==> config.mk <==
export PLATFORM = sky130hd
export DESIGN_NAME = fetch_unit_flat
export DESIGN_NICKNAME = d
export VERILOG_FILES = /design/src/rtl/fetch_unit_pkg.sv /design/src/rtl/fetch_unit_if.sv /design/src/rtl/fetch_unit.sv /design/src/flat_wrapper.sv
export SDC_FILE = /design/constraint.sdc
export NUM_CORES = 1
export LEC_CHECK = 0
export ABC_AREA = 1
export BUFFER_PORTS_ARGS = -buffer_cell sky130_fd_sc_hd__buf_4
export CAP_MARGIN = 5
export CORE_MARGIN = 2
export CORE_UTILIZATION = 35
export DETAILED_ROUTE_END_ITERATION = 12
export PLACE_DENSITY_LB_ADDON = 0.08
export SYNTH_ARGS = -nofsm -noshare
export SYNTH_HDL_FRONTEND = slang
export SYNTH_SLANG_ARGS = --single-unit
==> constraint.sdc <==
create_clock -name clk -period 1.2 [get_ports clk]
set_input_delay 0.36 -clock clk [delete_from_list [all_inputs] [get_ports clk]]
set_output_delay 0.36 -clock clk [all_outputs]
set_load 0.05 [all_outputs]
==> src/rtl/fetch_unit_pkg.sv <==
// Shared CPU definitions for the fetch sequencer.
//   state_e  : fetch FSM state encodings
//   LEN_1..3 : instruction length in bytes
//   insn_len : opcode[7:6] -> instruction length
package cpu_pkg;

  typedef enum logic [2:0] {
    S_RST  = 3'd0,
    S_OP   = 3'd1,
    S_LO   = 3'd2,
    S_HI   = 3'd3,
    S_HOLD = 3'd4
  } state_e;

  typedef logic [1:0] len_t;

  localparam len_t LEN_1 = 2'd1;
  localparam len_t LEN_2 = 2'd2;
  localparam len_t LEN_3 = 2'd3;

  // 00 and 11 are both single-byte opcodes.
  function automatic len_t insn_len(input logic [7:0] opcode);
    len_t len;
    case (opcode[7:6])
      2'b01:   len = LEN_2;
      2'b10:   len = LEN_3;
      default: len = LEN_1;
    endcase
    return len;
  endfunction

endpackage

==> src/rtl/fetch_unit_if.sv <==
// Bundle between the fetch sequencer, memory, pointer_pair and execute.
//   mem_di/mem_ready  : memory read data and its valid strobe
//   flush             : drop in-flight instruction (IP reload)
//   ir_ready          : execute accepts ir/imm
//   mem_oe/oe_addr_ip : active-low read enable / IP-on-address-bus
//   cnt               : IP increment strobe to pointer_pair
//   ir/imm/ir_valid   : assembled instruction toward execute
// master = fetch unit, slave = its environment.
interface fetch_if;
  logic [7:0]  mem_di;
  logic        mem_ready;
  logic        flush;
  logic        ir_ready;
  logic        mem_oe;
  logic        oe_addr_ip;
  logic        cnt;
  logic [7:0]  ir;
  logic [15:0] imm;
  logic        ir_valid;

  modport master (
    input  mem_di, mem_ready, flush, ir_ready,
    output mem_oe, oe_addr_ip, cnt, ir, imm, ir_valid
  );

  modport slave (
    output mem_di, mem_ready, flush, ir_ready,
    input  mem_oe, oe_addr_ip, cnt, ir, imm, ir_valid
  );
endinterface

==> src/rtl/fetch_unit.sv <==
// Instruction fetch sequencer. Reads one byte per cycle at IP, assembles an
// opcode plus 0/1/2 immediate bytes into ir/imm and offers it to execute
// with a valid/ready handshake.
//   clk  : system clock, rising edge
//   rst  : asynchronous, active-low reset
//   bus  : fetch_if.master (memory, pointer_pair and execute signals)
module fetch_unit
  import cpu_pkg::*;
(
  input  logic     clk,
  input  logic     rst,
  fetch_if.master  bus
);

  state_e      state_q, state_d;
  logic [7:0]  ir_q, ir_d;
  logic [15:0] imm_q, imm_d;
  logic        valid_q, valid_d;
  logic        fetching;
  logic        take_byte;

  assign fetching  = (state_q == S_OP) || (state_q == S_LO) || (state_q == S_HI);
  // A byte is consumed only when memory delivers it and no flush is pending.
  assign take_byte = fetching && bus.mem_ready && !bus.flush;

  always_ff @(posedge clk or negedge rst) begin
    if (!rst) begin
      state_q <= S_RST;
      ir_q    <= '0;
      imm_q   <= '0;
      valid_q <= 1'b0;
    end else begin
      state_q <= state_d;
      ir_q    <= ir_d;
      imm_q   <= imm_d;
      valid_q <= valid_d;
    end
  end

  always_comb begin
    state_d = state_q;
    case (state_q)
      S_RST:  state_d = S_OP;
      S_OP:   if (bus.mem_ready)
                state_d = (insn_len(bus.mem_di) != LEN_1) ? S_LO : S_HOLD;
      S_LO:   if (bus.mem_ready)
                state_d = (insn_len(ir_q) == LEN_3) ? S_HI : S_HOLD;
      S_HI:   if (bus.mem_ready) state_d = S_HOLD;
      S_HOLD: if (bus.ir_ready) state_d = S_OP;
      default: state_d = S_RST;
    endcase
    // Flush beats everything, including a concurrent handshake in S_HOLD.
    if (bus.flush) state_d = S_OP;
  end

  always_comb begin
    ir_d  = ir_q;
    imm_d = imm_q;
    if (take_byte) begin
      case (state_q)
        S_OP: begin
          ir_d  = bus.mem_di;
          imm_d = '0;
        end
        S_LO:    imm_d[7:0]  = bus.mem_di;
        S_HI:    imm_d[15:8] = bus.mem_di;
        default: ;
      endcase
    end
    // Valid exactly while the next state is the hold state; flush therefore
    // clears it because it forces S_OP.
    valid_d = (state_d == S_HOLD);
  end

  always_comb begin
    bus.mem_oe     = !fetching;
    bus.oe_addr_ip = !fetching;
    bus.cnt        = take_byte;
  end

  assign bus.ir       = ir_q;
  assign bus.imm      = imm_q;
  assign bus.ir_valid = valid_q;

endmodule

==> src/flat_wrapper.sv <==
// flat-port wrapper written by rule: the top's interface ports become plain ports
module fetch_unit_flat import cpu_pkg::*;
  (clk, rst, bus_mem_di, bus_mem_ready, bus_flush, bus_ir_ready, bus_mem_oe, bus_oe_addr_ip, bus_cnt, bus_ir, bus_imm, bus_ir_valid);
  fetch_if bus_i ();
  input  logic clk;
  input  logic rst;
  input wire logic [$bits(bus_i.mem_di)-1:0] bus_mem_di;
  input wire logic [$bits(bus_i.mem_ready)-1:0] bus_mem_ready;
  input wire logic [$bits(bus_i.flush)-1:0] bus_flush;
  input wire logic [$bits(bus_i.ir_ready)-1:0] bus_ir_ready;
  output wire logic [$bits(bus_i.mem_oe)-1:0] bus_mem_oe;
  output wire logic [$bits(bus_i.oe_addr_ip)-1:0] bus_oe_addr_ip;
  output wire logic [$bits(bus_i.cnt)-1:0] bus_cnt;
  output wire logic [$bits(bus_i.ir)-1:0] bus_ir;
  output wire logic [$bits(bus_i.imm)-1:0] bus_imm;
  output wire logic [$bits(bus_i.ir_valid)-1:0] bus_ir_valid;
  assign bus_i.mem_di = bus_mem_di;
  assign bus_i.mem_ready = bus_mem_ready;
  assign bus_i.flush = bus_flush;
  assign bus_i.ir_ready = bus_ir_ready;
  assign bus_mem_oe = bus_i.mem_oe;
  assign bus_oe_addr_ip = bus_i.oe_addr_ip;
  assign bus_cnt = bus_i.cnt;
  assign bus_ir = bus_i.ir;
  assign bus_imm = bus_i.imm;
  assign bus_ir_valid = bus_i.ir_valid;
  fetch_unit u_core (.clk(clk), .rst(rst), .bus(bus_i));
endmodule
# After elaboration in Yosys (flattened, before gate mapping)
# Cells that the tools add are included.
dict set report op_classes {
  mux 16
  n_reduce_logical 12
  n_eq_ne 11
}
# cell count
set ops {}
lappend ops {{8-bit one-hot mux with 2 select lines} 2}
lappend ops {{3-bit 2-to-1 mux} 7}
lappend ops {{3-bit one-hot mux with 5 select lines} 1}
lappend ops {{2-bit 2-to-1 mux} 4}
lappend ops {{2-bit one-hot mux with 2 select lines} 2}
lappend ops {{2-bit equality test (second input constant)} 3}
lappend ops {{3-bit by 2-bit equality test with 1-bit output (second input constant)} 2}
lappend ops {{3-bit equality test (second input constant)} 2}
lappend ops {{2-bit AND reduction} 3}
lappend ops {{2-bit by 1-bit equality test with 1-bit output (second input constant)} 2}
lappend ops {{2-bit nonzero test} 2}
lappend ops {{3-bit by 1-bit equality test with 1-bit output (second input constant)} 1}
lappend ops {{3-bit logical NOT} 1}
lappend ops {{1-bit logical AND} 2}
lappend ops {{1-bit logical NOT} 2}
lappend ops {{1-bit logical OR} 2}
lappend ops {{2-bit by 1-bit inequality test with 1-bit output (second input constant)} 1}
dict set report word_totals {
  output_inout_bits 28
  regBits 28
  inputBits 13
  wordCells 44
}

# Longest topological paths before layout
# Gate-level depths: netlist (run 1).
dict set report depth {
  ltp_word 10
  depth_mapped 8
  depth_no_buf 8
}

# Worst setup path before layout (run 1)
# Ideal clock, no wire load.
dict set report synth_path {
  path_type {register to output}
  from {register u_core.state_q[1]}
  to {output bus_oe_addr_ip}
  t_arrival_ns 1.230
  path_slack_ns -0.390
  path_buffers 1
  path_stages_with_launch 5
  required_ns 0.840
  path_cell_list {dfrtp_1 -> inv_1 -> nand2_1 -> nand2_1 -> buf_4}
}
dict set report synth_between {
  elab_chain_cells 4
  elab_cells_between_ends 6
  classes_between {eq/ne: 3; reduce/logical: 3}
}
# item line
set synth_rtl {}
lappend synth_rtl {{start: declaration} fetch_unit.sv:15} ;# state_e state_q, state_d;
lappend synth_rtl {{start signal: assignment} fetch_unit.sv:33} ;# state_q <= state_d;
lappend synth_rtl {{3-bit by 1-bit equality test with 1-bit output / 3-bit by 2-bit equality test with 1-bit output (equally long branches)} fetch_unit.sv:22} ;# assign fetching = (state_q == S_OP) || (state_q == S_LO) || (state_q == S_HI);
lappend synth_rtl {{1-bit logical OR} fetch_unit.sv:22}
lappend synth_rtl {{1-bit logical OR (*)} fetch_unit.sv:22}
lappend synth_rtl {{1-bit logical NOT (*)} --}
lappend synth_rtl {{end: declaration} flat_wrapper.sv:12} ;# output wire logic [$bits(bus_i.oe_addr_ip)-1:0] bus_oe_addr_ip;
# Mark *: on every way between the ends. The rest lies on a longest branch, timed or not.

# Worst setup path after layout (run 1)
dict set report layout_path {
  from {register u_core.state_q[1]}
  to {output bus_cnt}
}
dict set report layout_between {
  elab_chain_cells 5
  elab_cells_between_ends 7
  classes_between {eq/ne: 3; reduce/logical: 4}
}
# item line
set layout_rtl {}
lappend layout_rtl {{3-bit by 1-bit equality test with 1-bit output / 3-bit by 2-bit equality test with 1-bit output (equally long branches)} fetch_unit.sv:22}
lappend layout_rtl {{1-bit logical OR} fetch_unit.sv:22}
lappend layout_rtl {{1-bit logical OR (*)} fetch_unit.sv:22}
lappend layout_rtl {{1-bit logical AND (*) (2 in a row)} fetch_unit.sv:24} ;# assign take_byte = fetching && bus.mem_ready && !bus.flush;
lappend layout_rtl {{end: declaration} flat_wrapper.sv:13} ;# output wire logic [$bits(bus_i.cnt)-1:0] bus_cnt;
# Marked as above.

==> impl_summary.log, run 1 <==
[metrics] run status: finished with violations
[metrics] violations in the final reports: setup timing
[metrics] global-route wire length before repair: 5870 µm
[metrics] Compound-Gate Fraction of Synth Area: 13.5%
[metrics] critical path data arrival time: 1250 ps
[metrics] largest driver fanout on the critical path: 2
[metrics] combinational fraction of design power: 53.1%
[metrics] buffering stage count on the worst path with inverters included: 2
[metrics] top cell family by delay on the critical path: flip-flops
[metrics] unique cell type count in the Yosys netlist: 15
[metrics] Total GRT Usage: about a fifth
[metrics] unrepaired setup endpoints after global routing: true
[metrics] post-layout worst setup margin: -411 ps
[metrics] proportion of synthesized chip area in sequential cells: 57.9%
[metrics] number of design-rule violations left by the first detailed-router iteration: 36
[metrics] type of the setup path with the least slack: flip-flop to primary output
[metrics] Setup TNS Final: -8300 ps
[metrics] final hold violations: 0
[metrics] net count of the mapped netlist: about 150
[metrics] post-synthesis instance total: between 100 and 150
[metrics] category of the worst setup path capture point: primary output
[metrics] number of warnings reported in the yosys synthesis log: 0
[metrics] core region area: approximately 3300 µm²
[metrics] Clock Sinks: 28
[metrics] required time of the worst setup path: 840 ps
[metrics] number of slew-limit violations in the final report: 0
[metrics] Clk Tree Root Cell: sky130_fd_sc_hd__clkbuf_4
[metrics] number of buffers added by the clock tree synthesis step: 3
[metrics] peak ir drop on the vdd network: 860 µV
[metrics] global placer's final weighted congestion: 0.836
[metrics] worst hold path stage count: 3
[metrics] Leakage Power: 1.13 nW
[metrics] Die Height: 62.8 µm
[metrics] depth of the worst register-to-register path: 8
[metrics] post-detailed-route wirelength per cell: 14.0 µm
[metrics] clock input transition at the sequential cells of the worst setup and hold paths: 150 ps
[metrics] Initial Utilization: approximately 36%
[metrics] adder-cell area share of the yosys netlist: 0%
[metrics] I/O Buffers: 40
[metrics] cell chain of the critical path: inv_2, nand2_4, nand3_4, nor2_4, buf_6
[metrics] part of the total power dissipated in sequential elements: 33.8%
[metrics] number of H-tree levels: 1
[metrics] total power draw: about 3.6 mW
[metrics] leftover overflow at the end of global routing: 0
[metrics] maximum number of pins on one net before global-route repair: 29
[metrics] clock latency of the later-clocked register in the worst-skew pair: 330 ps
[metrics] multi-input combinational cell area: approximately 630 µm²
[metrics] detailed-route DRC error count: 0
[metrics] via count of the first global-routing pass: around 1,200
[metrics] setup skew after layout: roughly 3.6 ps
[metrics] Critical Path Stages: 5
[metrics] clock tree from TritonCTS: built
[metrics] sequential cell area: 701 µm²
[metrics] area share of xor/xnor cells in the synthesized design: 0%
[metrics] post-detailed-route via-to-cell ratio: 4.63
[metrics] max-slew headroom at the worst pin: ~76%
[metrics] combinational family with the most area after synthesis: simple AND/OR/NAND/NOR gates
[metrics] cell-internal power: 2.08 mW
[metrics] cell area after technology mapping: 1210 µm²
[metrics] worst min path class: primary input to flip-flop
[metrics] number of antenna diodes: 0
[metrics] count of state elements after synthesis: 28
[metrics] simple-gate portion of the synthesized area: 22.0%
[metrics] actual slew at the worst max-slew pin: between 300 and 400 ps
[metrics] power density cells: around 1600 nW/µm²
[metrics] vias after detailed routing: 1,223
[metrics] Detailed Place HPWL: 2280 µm
[metrics] Max stage delay cell, worst path: sky130_fd_sc_hd__dfrtp_1
[metrics] count of antenna-violating nets left after detailed routing: 0
[metrics] maximum achievable frequency: slightly above 600 MHz
[metrics] final setup vio count: 55
[metrics] total number of nets in the final design: between 200 and 250
[metrics] FP Rows: 21
[metrics] clock buffer depth: 2
[metrics] Max-cap violations: 0
[metrics] first-pass iteration count of the detailed router: 4
[metrics] total detailed-routing wirelength: 3690 µm
[metrics] Critical Path Source Type: flip-flop
[metrics] sw frac: a little over two fifths
[metrics] share of post-route cells with drive strength above 1: 61.0%
[metrics] stage delay of the slowest cell on the critical path: 400 ps
[metrics] I/O pin count: 41
[metrics] minimum period implied by the final worst setup slack: 1610 ps
[metrics] clock network fraction of total power: 13.1%
[metrics] Post-Syn Area per Cell: 9.03 µm²
[metrics] area overhead of the layout relative to synthesis: 85.9%
[metrics] Die X: between 60 and 70 µm
[metrics] share of the clock period used by the worst path: 134%
[metrics] Filler cells: 278
[metrics] switching pwr: 1.52 mW
[metrics] number of antenna violations at the first check in global routing: 0
[metrics] multiplexer area fraction after synthesis: 0%
[metrics] full die area: slightly below 4000 µm²
-- sequential cells by signal (all words and copies together) (netlist names) --
register / count
u_core.bus.imm: 16
u_core.state_q: 3
u_core.bus.ir_valid: 1
u_core.bus.ir: 8
-- placed cells by master, fill, tap and decap left out --
cell	count
sky130_fd_sc_hd__nand3_4	2
sky130_fd_sc_hd__nand3_2	3
sky130_fd_sc_hd__buf_4	43
sky130_fd_sc_hd__clkbuf_4	3
sky130_fd_sc_hd__o21ai_2	10
sky130_fd_sc_hd__o2111ai_1	1
sky130_fd_sc_hd__nand2_2	16
sky130_fd_sc_hd__dfrtp_1	28
sky130_fd_sc_hd__nand2_1	19
sky130_fd_sc_hd__nor2_1	7
sky130_fd_sc_hd__inv_1	11
sky130_fd_sc_hd__clkbuf_8	1
sky130_fd_sc_hd__nand2_4	5
sky130_fd_sc_hd__inv_2	5
sky130_fd_sc_hd__dlygate4sd3_1	1
sky130_fd_sc_hd__nor2_4	4
sky130_fd_sc_hd__nand3_1	1
sky130_fd_sc_hd__buf_6	34
sky130_fd_sc_hd__o21ai_1	8
sky130_fd_sc_hd__nand3b_1	1
sky130_fd_sc_hd__nand4_1	1
sky130_fd_sc_hd__buf_8	3
sky130_fd_sc_hd__o21ai_0	7
sky130_fd_sc_hd__nand2_8	4
-- worst reg2reg max path, cell delays in order (launching register included) --
cell and delay (ps):
sky130_fd_sc_hd__dfrtp_1 400, sky130_fd_sc_hd__inv_2 60, sky130_fd_sc_hd__nand2_4 80, sky130_fd_sc_hd__nand3_4 80, sky130_fd_sc_hd__nor2_4 130, sky130_fd_sc_hd__buf_4 120, sky130_fd_sc_hd__buf_6 120, sky130_fd_sc_hd__nand2_2 160
sky130_fd_sc_hd__o21ai_0 220
-- stage by stage --
| stage | util (%) | instance area [µm²] | setup slack (ps) | cells | hold slack [ps] |
|---|---|---|---|---|---|
| 6_report | 67.4 | 2250 | -411 | 264 | 305 |
| 3_3_place_gp | 51.1 | 1710 | -199 | 237 | 300 |
| 4_1_cts | 61.6 | 2060 | -411 | 258 | 292 |
| 3_5_place_dp | 51.1 | 1710 | -224 | 237 | 304 |
| 2_1_floorplan | - | 1230 | -333 | 134 | 64.4 |
| 5_1_grt | 67.4 | 2250 | -497 | 264 | 288 |
-- power groups by stage --
stage	combinational, mW	clock [mW]	sequential (mW)
global route	2.01	0.527	1.23
detailed placement	1.34	0	1.22
finish	1.91	0.470	1.21
floorplan	0.385	0	1.71
global placement	1.33	0	1.22
CTS	1.72	0.480	1.21
-- metal layers --
layer,vias up,global-route usage (%),routed length [µm]
met4,0,5.28,70
met1,592,25.1,1550
met2,31,32.3,1950
li1,592,-,-
met5,-,0,0
met3,8,3.06,118
-- Yosys cell counts --
| library cell | n | area [µm²] |
|---|---|---|
| sky130_fd_sc_hd__buf_4 | 1 | 7.51 |
| sky130_fd_sc_hd__nor2_4 | 1 | 11.3 |
| sky130_fd_sc_hd__buf_6 | 1 | 11.3 |
| sky130_fd_sc_hd__nand3_1 | 5 | 25.0 |
| sky130_fd_sc_hd__o2111ai_1 | 1 | 8.76 |
| sky130_fd_sc_hd__nand3_2 | 1 | 10.0 |
| sky130_fd_sc_hd__nand2_1 | 42 | 158 |
| sky130_fd_sc_hd__inv_1 | 16 | 60.1 |
| sky130_fd_sc_hd__nor2_1 | 10 | 37.5 |
| sky130_fd_sc_hd__nand3b_1 | 1 | 7.51 |
| sky130_fd_sc_hd__o21ai_0 | 17 | 85.1 |
| sky130_fd_sc_hd__nand2_4 | 1 | 11.3 |
| sky130_fd_sc_hd__o21ai_2 | 8 | 70.1 |
| sky130_fd_sc_hd__dfrtp_1 | 28 | 701 |
| sky130_fd_sc_hd__nand4_1 | 1 | 6.26 |
-- cell families (layout without fill, tap and decap cells) --
group,count (synthesis),in the layout
buffers and inverters,18,101
AOI/OAI and AO/OA,26,26
and+or+nand+nor,62,63
DFF,28,28
-- final cells by class --
class	count	area share [%]
well taps	46	2.56
clock buffers	4	1.61
repair buffers	81	33.8
inverters	16	2.67
flip-flops and latches	28	31.1
multi-input cells	89	28.2
-- worst paths after layout --
| path | from | to | slack [ps] |
|---|---|---|---|
| max | u_core.state_q[1] | bus_cnt | -410 |
| min | bus_mem_di[3] | u_core.bus.ir[3] | 300 |
| max reg2reg | u_core.state_q[1] | u_core.bus.imm[12] | -250 |
| min reg2reg | u_core.bus.imm[15] | u_core.bus.imm[15] | 530 |
| max in group asynchronous | rst | u_core.state_q[0] | 480 |
| min in group asynchronous | rst | u_core.bus.imm[10] | 460 |
-- repair_timing --
action	4_1_cts	5_1_grt
endpoints found under the hold margin	28	0
setup buffers	15	9
gates resized for setup	49	45
hold buffers	1	0
pin swaps	4	13
cloned	1	0
endpoints found under the setup margin	55	56
No activity file was read; power rests on OpenSTA's default activity.
==> run 2: changes to the inputs <==
- clock period: 1.2 -> 1.4 ns (I/O delays scaled with it)
==> impl_summary.log, run 2 (synthesis results as in run 1) <==
[metrics] buffering stage count on the worst path with inverters included: 2 (unchanged)
[metrics] clock tree from TritonCTS: built (unchanged)
[metrics] depth of the worst register-to-register path: 10 (was 8)
[metrics] number of antenna diodes: 0 (unchanged)
[metrics] hold path startpoint: bus_mem_di[5] (was bus_mem_di[3])
[metrics] share of post-route cells with drive strength above 1: 55.1% (was 61.0%)
[metrics] stage delay of the slowest cell on the critical path: 410 ps (was 400 ps)
[metrics] maximum achievable frequency: approximately 600 MHz
[metrics] vias after detailed routing: 1,139 (was 1,223)
[metrics] post-detailed-route wirelength per cell: 13.9 µm (was 14.0 µm)
[metrics] I/O pin count: 41 (unchanged)
[metrics] largest driver fanout on the critical path: 2 (unchanged)
[metrics] reg-to-reg slack, setup: -50 ps (was -250 ps)
[metrics] peak ir drop on the vdd network: 550 µV (was 860 µV)
[metrics] Clk Tree Root Cell: sky130_fd_sc_hd__clkbuf_4 (unchanged)
[metrics] full die area: 3940 µm² (unchanged)
[metrics] cell chain of the critical path: inv_2, nand2_4, nand3_4, nor2_4, buf_6 (unchanged)
[metrics] via count of the first global-routing pass: 1,112 (was 1,227)
[metrics] Initial Utilization: 36.3% (unchanged)
[metrics] worst-case hold slack: 355 ps (was 305 ps)
[metrics] core region area: 3340 µm² (unchanged)
[metrics] global-route wire length before repair: 5200 µm (was 5870 µm)
[metrics] post-layout util: 59.8% (was 67.4%)
[metrics] clock buffer depth: 2 (unchanged)
[metrics] count of antenna-violating nets left after detailed routing: 0 (unchanged)
[metrics] worst hold path stage count: 3 (unchanged)
[metrics] total number of nets in the final design: 213 (was 232)
[metrics] worst flop-to-flop path startpoint: u_core.state_q[0] (was u_core.state_q[1])
[metrics] Leakage Power: 1.00 nW (was 1.13 nW)
[metrics] total instance count after detailed placement: 229 (was 237)
[metrics] most common cell after layout, fill and taps aside: sky130_fd_sc_hd__buf_4 (unchanged)
[metrics] number of H-tree levels: 1 (unchanged)
[metrics] I/O Buffers: 40 (unchanged)
[metrics] critical path data arrival time: 1240 ps (was 1250 ps)
[metrics] post-layout worst setup margin: -264 ps (was -411 ps)
[metrics] required time of the worst setup path: 980 ps (was 840 ps)
[metrics] top cell family by delay on the critical path: flip-flops (unchanged)
[metrics] post-detailed-route via-to-cell ratio: 4.67 (was 4.63)
[metrics] Max stage delay cell, worst path: sky130_fd_sc_hd__dfrtp_1 (unchanged)
[metrics] number of buffers added by the clock tree synthesis step: 3 (unchanged)
[metrics] number of antenna violations at the first check in global routing: 0 (unchanged)
[metrics] leftover overflow at the end of global routing: 0 (unchanged)
[metrics] share of the clock period used by the worst path: 119%
[metrics] Total GRT Usage: 17.0% (was 19.0%)
[metrics] first-pass iteration count of the detailed router: 4 (unchanged)
[metrics] unrepaired setup endpoints after global routing: true (unchanged)
[metrics] FP Rows: 21 (unchanged)
[metrics] final instance count without filler cells: 244 (was 264)
[metrics] worst min path class: primary input to flip-flop (unchanged)
[metrics] category of the worst setup path capture point: primary output (unchanged)
[metrics] number of design-rule violations left by the first detailed-router iteration: 67 (was 36)
[metrics] actual slew at the worst max-slew pin: 363 ps (was 360 ps)
[metrics] total power draw: 2.80 mW (was 3.60 mW)
[metrics] worst r2r dst: u_core.bus.ir[0] (was u_core.bus.imm[12])
[metrics] Largest register FFs: 16 (unchanged)
[metrics] Clock Sinks: 28 (unchanged)
[metrics] detailed-route DRC error count: 0 (unchanged)
[metrics] total detailed-routing wirelength: 3390 µm (was 3690 µm)
[metrics] clock input transition at the sequential cells of the worst setup and hold paths: 150 ps (about the same)
[metrics] Filler cells: 303 (was 278)
[metrics] type of the setup path with the least slack: flip-flop to primary output (unchanged)
[metrics] run status: finished with violations (unchanged)
[metrics] final hold violations: 0 (unchanged)
[metrics] minimum period implied by the final worst setup slack: 1660 ps
[metrics] setup skew after layout: 7.23 ps (was 3.64 ps)
[metrics] Max-cap violations: 0 (unchanged)
[metrics] Die Height: 62.8 µm (unchanged)
[metrics] Die X: 62.8 µm (unchanged)
[metrics] clock latency of the later-clocked register in the worst-skew pair: 330 ps (about the same)
[metrics] Detailed Place HPWL: 2150 µm (was 2280 µm)
[metrics] area overhead of the layout relative to synthesis: 64.8% (was 85.9%)
[metrics] Critical Path Source Type: flip-flop (unchanged)
[metrics] number of slew-limit violations in the final report: 0 (unchanged)
[metrics] commonest cells after routing, fill and taps aside: sky130_fd_sc_hd__buf_4, sky130_fd_sc_hd__dfrtp_1, sky130_fd_sc_hd__nand2_1 (was sky130_fd_sc_hd__buf_4, sky130_fd_sc_hd__buf_6, sky130_fd_sc_hd__dfrtp_1)
[metrics] global placer's final weighted congestion: 0.838 (was 0.836)
[metrics] power density cells: 1400 nW/µm² (was 1600 nW/µm²)
[metrics] final setup vio count: 25 (was 55)
[metrics] max-slew headroom at the worst pin: 75.8% (was 76.0%)
[metrics] hold-critical path endpoint: u_core.bus.ir[5] (was u_core.bus.ir[3])
[metrics] maximum number of pins on one net before global-route repair: 29 (unchanged)
[metrics] violations in the final reports: setup timing (unchanged)
==> run 2: cell count changes in the layout (fill, tap and decap cells not counted), moves of 2 or more <==
| cell | before | now |
|---|---|---|
| sky130_fd_sc_hd__o21ai_0 | 7 | 11 |
| sky130_fd_sc_hd__inv_2 | 5 | 3 |
| sky130_fd_sc_hd__buf_4 | 43 | 45 |
| sky130_fd_sc_hd__inv_1 | 11 | 13 |
| sky130_fd_sc_hd__o21ai_1 | 8 | 5 |
| sky130_fd_sc_hd__buf_6 | 34 | 12 |
==> run 2: area by class of cell <==
type / instances / area [µm²] / share of cell area, %
clock buffer: 3 / 22.5 / 1.13
multi-input combinational: 89 / 611 / 30.6
sequential: 28 / 701 / 35.1
inverter: 16 / 60.1 / 3.01
timing repair buffer: 62 / 543 / 27.2
tap: 46 / 57.6 / 2.89
==> run 2: worst max-delay path by stage <==
stage / from / to / slack [ps] / depth (start not counted)
after detailed placement: bus_flush / bus_cnt / -110 / 5
after global routing: u_core.state_q[1] / bus_cnt / -330 / 5
after global placement: bus_flush / bus_cnt / -100 / 5
after CTS: u_core.state_q[1] / bus_cnt / -250 / 5
after floorplan: u_core.state_q[1] / u_core.bus.ir[6] / -130 / 8
final: u_core.state_q[0] / bus_cnt / -260 / 5
==> run 2: per-stage QoR <==
stage	worst slack (ps)	TNS, ps	area (µm²)
final	-264	-1410	1990
after floorplan	-133	-1960	1230
after detailed placement	-106	-1120	1650
after global placement	-98.6	-613	1650
after CTS	-254	-765	1740
after global routing	-333	-3730	1990
==> run 2: repair_timing <==
item	4_1_cts	5_1_grt
endpoints found under the hold margin	28	0
resized for setup	7	56
cloned	0	1
buffers inserted	5	7
setup endpoints to repair	5	33
pin swaps	3	8
hold buffers	1	0
==> run 2: worst register-to-register path: stages, from the launching register on <==
cell and delay (ps):
sky130_fd_sc_hd__dfrtp_1 410, sky130_fd_sc_hd__inv_2 60, sky130_fd_sc_hd__nand2_4 80, sky130_fd_sc_hd__nand3_4 70
sky130_fd_sc_hd__nor2_4 130, sky130_fd_sc_hd__buf_4 120, sky130_fd_sc_hd__buf_6 120, sky130_fd_sc_hd__buf_8 130
sky130_fd_sc_hd__nand2_8 100, sky130_fd_sc_hd__nand2_4 90, sky130_fd_sc_hd__o21ai_2 50
==> run 2: routing by layer <==
layer / track usage, % / vias up / routed length [µm]
met5: 0 / - / 0
met4: 6.67 / 0 / 42
met3: 3.42 / 4 / 193
met2: 28.0 / 37 / 1660
met1: 22.1 / 534 / 1500
li1: - / 564 / -
==> run 2: power breakdown <==
| part | leakage, nW | switching (mW) | total [mW] | internal [mW] |
|---|---|---|---|---|
| clock | 0.0138 | 0.237 | 0.339 | 0.101 |
| sequential | 0.373 | 0.105 | 1.04 | 0.938 |
| combinational | 0.617 | 0.887 | 1.42 | 0.528 |
